[src/rtl/seq_magnitude_comparator_if.sv]
// Request/result bundle of the sequential magnitude comparator.
// master drives operands and start, slave returns status and result.
interface seq_magnitude_comparator_if #(
  parameter int WIDTH = 16
);
  logic             start;
  logic [WIDTH-1:0] a;
  logic [WIDTH-1:0] b;
  logic             sgn;
  logic             Gi;
  logic             Ei;
  logic             Li;
  logic             busy;
  logic             done;
  logic             Go;
  logic             Eo;
  logic             Lo;

  modport master (
    output start, a, b, sgn, Gi, Ei, Li,
    input  busy, done, Go, Eo, Lo
  );

  modport slave (
    input  start, a, b, sgn, Gi, Ei, Li,
    output busy, done, Go, Eo, Lo
  );
endinterface

[src/rtl/seq_magnitude_comparator.sv]
// Width-generic magnitude comparator, one DIGIT-bit slice per clock,
// MSB slice first, 74x85-style cascade inputs resolve full equality.
module seq_magnitude_comparator #(
  parameter int WIDTH = 16,
  parameter int DIGIT = 4
) (
  input  logic clk,
  input  logic rst,
  seq_magnitude_comparator_if.slave bus
);

  localparam int NDIG = WIDTH / DIGIT;
  localparam int IW   = (NDIG > 1) ? $clog2(NDIG) : 1;
  localparam logic [IW-1:0] TOP = IW'(NDIG - 1);

  typedef enum logic {
    IDLE,
    COMPARE
  } state_t;

  state_t           state_q;
  state_t           state_d;
  logic [IW-1:0]    idx_q;
  logic [WIDTH-1:0] a_q;
  logic [WIDTH-1:0] b_q;
  logic             sgn_q;
  logic             gi_q;
  logic             ei_q;
  logic             li_q;
  logic             go_q;
  logic             eo_q;
  logic             lo_q;
  logic             done_q;

  logic [DIGIT-1:0] sa;
  logic [DIGIT-1:0] sb;
  logic             accept;
  logic             top;
  logic             sign_split;
  logic             fin;
  logic             res_g;
  logic             res_e;
  logic             res_l;

  assign sa     = a_q[int'(idx_q)*DIGIT +: DIGIT];
  assign sb     = b_q[int'(idx_q)*DIGIT +: DIGIT];
  assign accept = (state_q == IDLE) && bus.start;
  assign top    = (idx_q == TOP);

  // Opposite signs in signed mode decide on the top slice alone.
  assign sign_split = sgn_q && top &&
                      (a_q[WIDTH-1] ^ b_q[WIDTH-1]);

  // State register.
  always_ff @(posedge clk or posedge rst) begin
    if (rst) state_q <= IDLE;
    else     state_q <= state_d;
  end

  // Next state: leave COMPARE once a result is decided.
  always_comb begin
    state_d = state_q;
    unique case (state_q)
      IDLE:    if (bus.start) state_d = COMPARE;
      COMPARE: if (fin)       state_d = IDLE;
      default: state_d = IDLE;
    endcase
  end

  // Slice decision and cascade resolution for the current slice.
  always_comb begin
    fin   = 1'b0;
    res_g = 1'b0;
    res_e = 1'b0;
    res_l = 1'b0;
    if (state_q == COMPARE) begin
      if (sign_split) begin
        fin   = 1'b1;
        res_g = b_q[WIDTH-1];
        res_l = a_q[WIDTH-1];
      end else if (sa > sb) begin
        fin   = 1'b1;
        res_g = 1'b1;
      end else if (sa < sb) begin
        fin   = 1'b1;
        res_l = 1'b1;
      end else if (idx_q == '0) begin
        fin = 1'b1;
        if (ei_q)      res_e = 1'b1;
        else if (gi_q) res_g = 1'b1;
        else if (li_q) res_l = 1'b1;
        else           res_e = 1'b1;
      end
    end
  end

  // Capture operands on accept, walk the slice index downward.
  always_ff @(posedge clk or posedge rst) begin
    if (rst) begin
      idx_q <= TOP;
      a_q   <= '0;
      b_q   <= '0;
      sgn_q <= 1'b0;
      gi_q  <= 1'b0;
      ei_q  <= 1'b0;
      li_q  <= 1'b0;
    end else if (accept) begin
      idx_q <= TOP;
      a_q   <= bus.a;
      b_q   <= bus.b;
      sgn_q <= bus.sgn;
      gi_q  <= bus.Gi;
      ei_q  <= bus.Ei;
      li_q  <= bus.Li;
    end else if (state_q == COMPARE && !fin) begin
      idx_q <= idx_q - 1'b1;
    end
  end

  // Result registers hold until the next decision; done pulses once.
  always_ff @(posedge clk or posedge rst) begin
    if (rst) begin
      go_q   <= 1'b0;
      eo_q   <= 1'b0;
      lo_q   <= 1'b0;
      done_q <= 1'b0;
    end else begin
      done_q <= fin;
      if (fin) begin
        go_q <= res_g;
        eo_q <= res_e;
        lo_q <= res_l;
      end
    end
  end

  assign bus.busy = (state_q == COMPARE);
  assign bus.done = done_q;
  assign bus.Go   = go_q;
  assign bus.Eo   = eo_q;
  assign bus.Lo   = lo_q;

endmodule

[src/flat_wrapper.sv]
// flat-port wrapper written by rule: the top's interface ports become plain ports
module seq_magnitude_comparator_flat 
#(
  parameter int WIDTH = 16,
  parameter int DIGIT = 4
)
  (clk, rst, bus_start, bus_a, bus_b, bus_sgn, bus_Gi, bus_Ei, bus_Li, bus_busy, bus_done, bus_Go, bus_Eo, bus_Lo);
  seq_magnitude_comparator_if #(.WIDTH(WIDTH)) bus_i ();
  input  logic clk;
  input  logic rst;
  input wire logic [$bits(bus_i.start)-1:0] bus_start;
  input wire logic [$bits(bus_i.a)-1:0] bus_a;
  input wire logic [$bits(bus_i.b)-1:0] bus_b;
  input wire logic [$bits(bus_i.sgn)-1:0] bus_sgn;
  input wire logic [$bits(bus_i.Gi)-1:0] bus_Gi;
  input wire logic [$bits(bus_i.Ei)-1:0] bus_Ei;
  input wire logic [$bits(bus_i.Li)-1:0] bus_Li;
  output wire logic [$bits(bus_i.busy)-1:0] bus_busy;
  output wire logic [$bits(bus_i.done)-1:0] bus_done;
  output wire logic [$bits(bus_i.Go)-1:0] bus_Go;
  output wire logic [$bits(bus_i.Eo)-1:0] bus_Eo;
  output wire logic [$bits(bus_i.Lo)-1:0] bus_Lo;
  assign bus_i.start = bus_start;
  assign bus_i.a = bus_a;
  assign bus_i.b = bus_b;
  assign bus_i.sgn = bus_sgn;
  assign bus_i.Gi = bus_Gi;
  assign bus_i.Ei = bus_Ei;
  assign bus_i.Li = bus_Li;
  assign bus_busy = bus_i.busy;
  assign bus_done = bus_i.done;
  assign bus_Go = bus_i.Go;
  assign bus_Eo = bus_i.Eo;
  assign bus_Lo = bus_i.Lo;
  seq_magnitude_comparator #(.WIDTH(WIDTH), .DIGIT(DIGIT)) u_core (.clk(clk), .rst(rst), .bus(bus_i));
endmodule
[config.mk]
export PLATFORM = sky130hd
export DESIGN_NAME = seq_magnitude_comparator_flat
export DESIGN_NICKNAME = d
export VERILOG_FILES = /design/src/rtl/seq_magnitude_comparator_if.sv /design/src/rtl/seq_magnitude_comparator.sv /design/src/flat_wrapper.sv
export SDC_FILE = /design/constraint.sdc
export NUM_CORES = 1
export LEC_CHECK = 0
export BUFFER_PORTS_ARGS = -buffer_cell sky130_fd_sc_hd__buf_2
export CAP_MARGIN = 20
export CORE_ASPECT_RATIO = 0.75
export CORE_UTILIZATION = 50
export CTS_BUF_LIST = sky130_fd_sc_hd__clkbuf_2 sky130_fd_sc_hd__clkbuf_4 sky130_fd_sc_hd__clkbuf_8
export CTS_CLUSTER_DIAMETER = 80
export DETAILED_ROUTE_END_ITERATION = 6
export GPL_TIMING_DRIVEN = 0
export MAX_ROUTING_LAYER = met4
export PLACE_DENSITY = 0.77
export SLEW_MARGIN = 20
export SYNTH_ARGS = -nofsm -noshare
export SYNTH_HDL_FRONTEND = slang
export SYNTH_SLANG_ARGS = --single-unit
[constraint.sdc]
create_clock -name clk -period 2.5 [get_ports clk]
set_input_delay 0.25 -clock clk [delete_from_list [all_inputs] [get_ports clk]]
set_output_delay 0.25 -clock clk [all_outputs]
set_load 0.005 [all_outputs]
# Word-level counts from Yosys, hierarchy flattened
# Index checks and enable logic that the tools add are counted.
# classes
n_shift,2
bitwise,2
eq_ne,1
order_cmp,2
n_mux,33
add_sub_neg,1
reduce_logical,7
# op_table
cell,n
16-bit by 5-bit indexed part select with 4-bit output,2
1-bit 2-to-1 mux,30
4-bit > comparator,1
1-bit logical AND,4
4-bit less-than comparator,1
2-bit 2-to-1 mux,2
2-bit equality test (second input constant),1
2-bit logical NOT,1
1-bit case mux with 2 select lines,1
2-bit nonzero test,1
2-bit by 1-bit subtractor with 2-bit output (second input constant),1
1-bit logical NOT,1
1-bit inverter,1
1-bit bitwise XOR,1
# word_totals
in_bits,39
wordCells,60
register_bits,43

# Longest topological paths before layout
# logic_depth
ltp_word,10
depth_mapped,8
ltp_nobuf,7

# Least setup slack after synthesis
# Ideal clock, no wire load.
# synth_timing
path_type,reg2reg
startpoint,reg u_core.idx_q[0]
endpoint,reg u_core.lo_q (netlist: u_core.bus.Lo)
arrival_ps,2581
synth_period_minus_slack_ps,2706
stages_incl_launch_ff,8
path_buffers,1
path_slack_ps,-206
path_cell_list,dfstp_2 buf_2 mux4_2 ha_1 a21o_2 o31a_1 a21boi_4 mux2_4
# synth_between
elab_chain_len,6
# synth_lines
item,line_no,rtl
start: declaration,seq_magnitude_comparator.sv:23,logic [IW-1:0] idx_q;
start signal: assignment,seq_magnitude_comparator.sv:116,idx_q <= idx_q - 1'b1;
"16-bit by 5-bit indexed part select with 4-bit output, or another cell as far along",seq_magnitude_comparator.sv:45,assign sa = a_q[int'(idx_q)*DIGIT +: DIGIT];
4-bit less-than comparator or 1-bit 2-to-1 mux (tied branches),"seq_magnitude_comparator.sv:84, seq_magnitude_comparator.sv:87",
1-bit 2-to-1 mux,seq_magnitude_comparator.sv:84,end else if (sa < sb) begin
1-bit 2-to-1 mux,seq_magnitude_comparator.sv:81,end else if (sa > sb) begin
1-bit 2-to-1 mux (*),seq_magnitude_comparator.sv:77,if (sign_split) begin
1-bit 2-to-1 mux (*),seq_magnitude_comparator.sv:76,if (state_q == COMPARE) begin
named net u_core.fin,seq_magnitude_comparator.sv:40,logic fin;
end signal: assignment,seq_magnitude_comparator.sv:132,lo_q <= res_l;
end: declaration,seq_magnitude_comparator.sv:32,logic lo_q;
# The timed path passes the listed nets; every way through them passes the cells marked *.
# A chain may end at the register's enable or synchronous reset.

# Final worst setup path
# Ends and elaborated chain as after synthesis.

==> flow_metrics.env <==
export IMPL_clock_skew_ns=0.008170
export IMPL_fin_crit_sh=1.046
export IMPL_design_area_um2=2660
export IMPL_worstMarginPinSlew_ns=0.5807
export IMPL_groute_usage_overall=0.2303
export IMPL_status="finished with violations"
export IMPL_synth_edff_count=0
export IMPL_reg2reg_depth=7
export IMPL_power_leakage_nw=1.245
export IMPL_path_class="reg -> reg"
export IMPL_r2r_slack_ns=-0.11
export IMPL_yosys_top_cells_area="dfrtp_1 49%, mux2_2 20%, mux4_2 7.6%"
export IMPL_top_usage_layer="met2"
export IMPL_worstPathRequired_ns=2.68
export IMPL_yosys_warnings=0
export IMPL_vdd_drop_max_uv=480.8
export IMPL_num_rows=19
export IMPL_die_area_um2=4421
export IMPL_synth_compound_area_share=0.06321
export IMPL_synth_area_mux_share=0.3004
export IMPL_grt_overflow=0
export IMPL_yosys_top_cells_count="41 x dfrtp_1, 36 x mux2_2, 8 x inv_1, 7 x mux4_2"
export IMPL_numCtsBuffers=5
export IMPL_die_w_um=76.45
export IMPL_slew_headroom=0.6076
export IMPL_synth_cell_area_um2=2078
export IMPL_synth_flop_cell="dfrtp_1"
export IMPL_synth_top_family_by_area="multiplexers"
export IMPL_final_cells=257
export IMPL_cts_tree="yes"
export IMPL_core_um2=3827
export IMPL_use_met3=0.04882
export IMPL_met1_usage=0.2939
export IMPL_hpwlAfterDp_um=3083
export IMPL_syn_nets=186
export IMPL_dpl_cell_area_um2=2419
export IMPL_ant_nets=0
export IMPL_fin_ws_ns=-0.1145
export IMPL_drt_initial_drc_count=51
export IMPL_yosysSeqAreaShare=0.5190
export IMPL_drive_gt1_frac=0.6341
export IMPL_syn_area_per_cell_um2=14.74
export IMPL_cp_startpoint="u_core.idx_q[0]"
export IMPL_yosysMostFrequentCell="dfrtp_1"
export IMPL_crit_path_end="u_core.bus.Lo"
export IMPL_grtUsageMet2=0.3629
export IMPL_violations="setup timing"
export IMPL_final_setup_viol_count=5
export IMPL_drt_wl_total_um=4363
export IMPL_clock_fmax_mhz=382.5
export IMPL_worstPathMaxFanout=6
export IMPL_clock_latency_ns=0.29
export IMPL_viasPerCell=5.572
export IMPL_synth_xor_area_share=0.004214
export IMPL_place_gp_congestion=0.8277
export IMPL_arrival_ns=2.80
export IMPL_first_pass_iters=4
export IMPL_slowest_delay_ns=0.56
export IMPL_synth_seq_cells=43
export IMPL_drv_cap=0
export IMPL_synth_async_reset_ratio=1.000
export IMPL_synthSimpleGateAreaFrac=0.04816
export IMPL_yosys_area_top_type_share=0.4937
export IMPL_hold_viol_final=0
export IMPL_cp_cell_sequence="buf_8, mux4_2, ha_4, and2b_2, o31a_1, a21boi_4, mux2_4"
export IMPL_clk_pin_slew_worst_paths_ns=0.08
export IMPL_synth_top_area_cell="dfrtp_1"
export IMPL_syn2layout_area_growth_pct=28.00
export IMPL_grt_start_max_net_pins=34
export IMPL_fin_nets=249
export IMPL_synth_cell_types=34
export IMPL_postSynthCellCount=141
export IMPL_finalMaxSlewViolations=0
export IMPL_clock_sinks=43
export IMPL_synth_fa_ha_area_frac=0.03612
export IMPL_grt_pass1_vias=1494
export IMPL_pwr_density_cell_nw_per_um2=882.6
export IMPL_timing_rr_start="u_core.idx_q[0]"
export IMPL_n_antenna_cell=0
export IMPL_finalCriticalPeriod_ns=2.614
export IMPL_cp_start_kind="flop"
export IMPL_route_detailed_drc=0
export IMPL_grt_pass1_wl_um=7307
export IMPL_grt_antenna_before_repair=0
export IMPL_start_util=0.5430
export IMPL_wire_per_inst_um=16.98
export IMPL_crit_buf_inv=1
export IMPL_htreeDepth=2
export IMPL_vias=1432
export IMPL_rsz0062_at_grt="yes"
export IMPL_crit_family="multiplexers"
export IMPL_root_buffer="clkbuf_8"
export IMPL_cp_end_kind="flop"
export IMPL_port_buffers=43
export IMPL_r2r_end="u_core.bus.Lo"
export IMPL_clockBufferDepth=2
export IMPL_crit_cells=7
export IMPL_pin_count=44
export IMPL_min_path_type="in -> reg"
export IMPL_die_height_um=57.84
export IMPL_crit_path_top_delay_cell="dfstp_2"
export IMPL_dp_cells=237
## stage by stage
stage               setup TNS [ns]  utilization  power [mW]  hold WS, ns  setup slack [ns]
global placement           -0.3059       0.6267       1.691       0.4821           -0.2059
CTS                        -0.1880       0.6917       2.327       0.1790           -0.1002
finish                     -0.3375       0.6950       2.348       0.1842           -0.1145
global route               -0.6145       0.6950       2.483       0.1776           -0.1547
detailed placement         -0.5114       0.6319       1.749       0.1893           -0.2334
floorplan                 -0.07942            -       1.541       0.4017          -0.07942
## power breakdown
part | total, mW | switching, mW | internal, mW
Clock | 0.456 | 0.224 | 0.231
Combinational | 0.916 | 0.373 | 0.543
Sequential | 0.976 | 0.113 | 0.863
Total | 2.35 | 0.711 | 1.64
## worst min path at each step
stage	depth (start not counted)	slack, ns	from	to
after floorplan	1	0.40	bus_b[10]	u_core.b_q[10]
after global placement	2	0.48	bus_a[14]	u_core.a_q[14]
after detailed placement	2	0.19	rst	u_core.b_q[9]
after CTS	2	0.18	bus_sgn	u_core.sgn_q
after global routing	2	0.18	bus_b[4]	u_core.b_q[4]
final	2	0.18	bus_sgn	u_core.sgn_q
## repair_timing
item,CTS,global route
pin swaps,3,1
buffers inserted,10,1
hold buffers,1,0
endpoints found under the hold margin,10,0
endpoints found under the setup margin,6,6
gates resized for setup,6,1
## cells in the final DEF (no fill, tap or decap), types with 2 or more instances in the layout
cell type   n
and2b_2     2
buf_12      3
buf_2      47
buf_4       9
buf_8       2
clkbuf_4    3
clkbuf_8    5
dfrtp_1    41
dfstp_2     2
ha_1        3
ha_4        3
inv_1       5
inv_2       3
mux2_2     36
mux2i_1     2
mux4_2      8
nand2_1     2
nand3_1     2
nor2_1      3
## flip-flops by register name, indices dropped and copies added (netlist names)
register / count
u_core.bus.busy: 1
u_core.bus.Lo: 1
u_core.bus.Eo: 1
u_core.sgn_q: 1
u_core.ei_q: 1
u_core.bus.done: 1
u_core.idx_q: 2
u_core.li_q: 1
u_core.b_q: 16
u_core.bus.Go: 1
u_core.gi_q: 1
u_core.a_q: 16
## per-layer routing
layer	routed length, um	share of wire
met5	0	0
met4	65	0.015
met3	248	0.057
met2	2047	0.47
met1	2002	0.46
## cell type report
class	count	area [um^2]
timing repair buffer	56	352.8
multi-input combinational	84	992.2
inverter	8	30.03
sequential	43	1079
fill	259	1167
buffer	6	50.05
clock buffer	8	91.34
tap	52	65.06
## kinds of logic after synthesis
group | after synthesis
multiplexers | 47
flip-flops | 43
AND/OR/NAND/NOR | 16
AO/OA/AOI/OAI | 14
buffers and inverters | 14
adder cells (fa/ha/maj) | 6
XOR/XNOR | 1
Power figures use the tool's default switching activity.
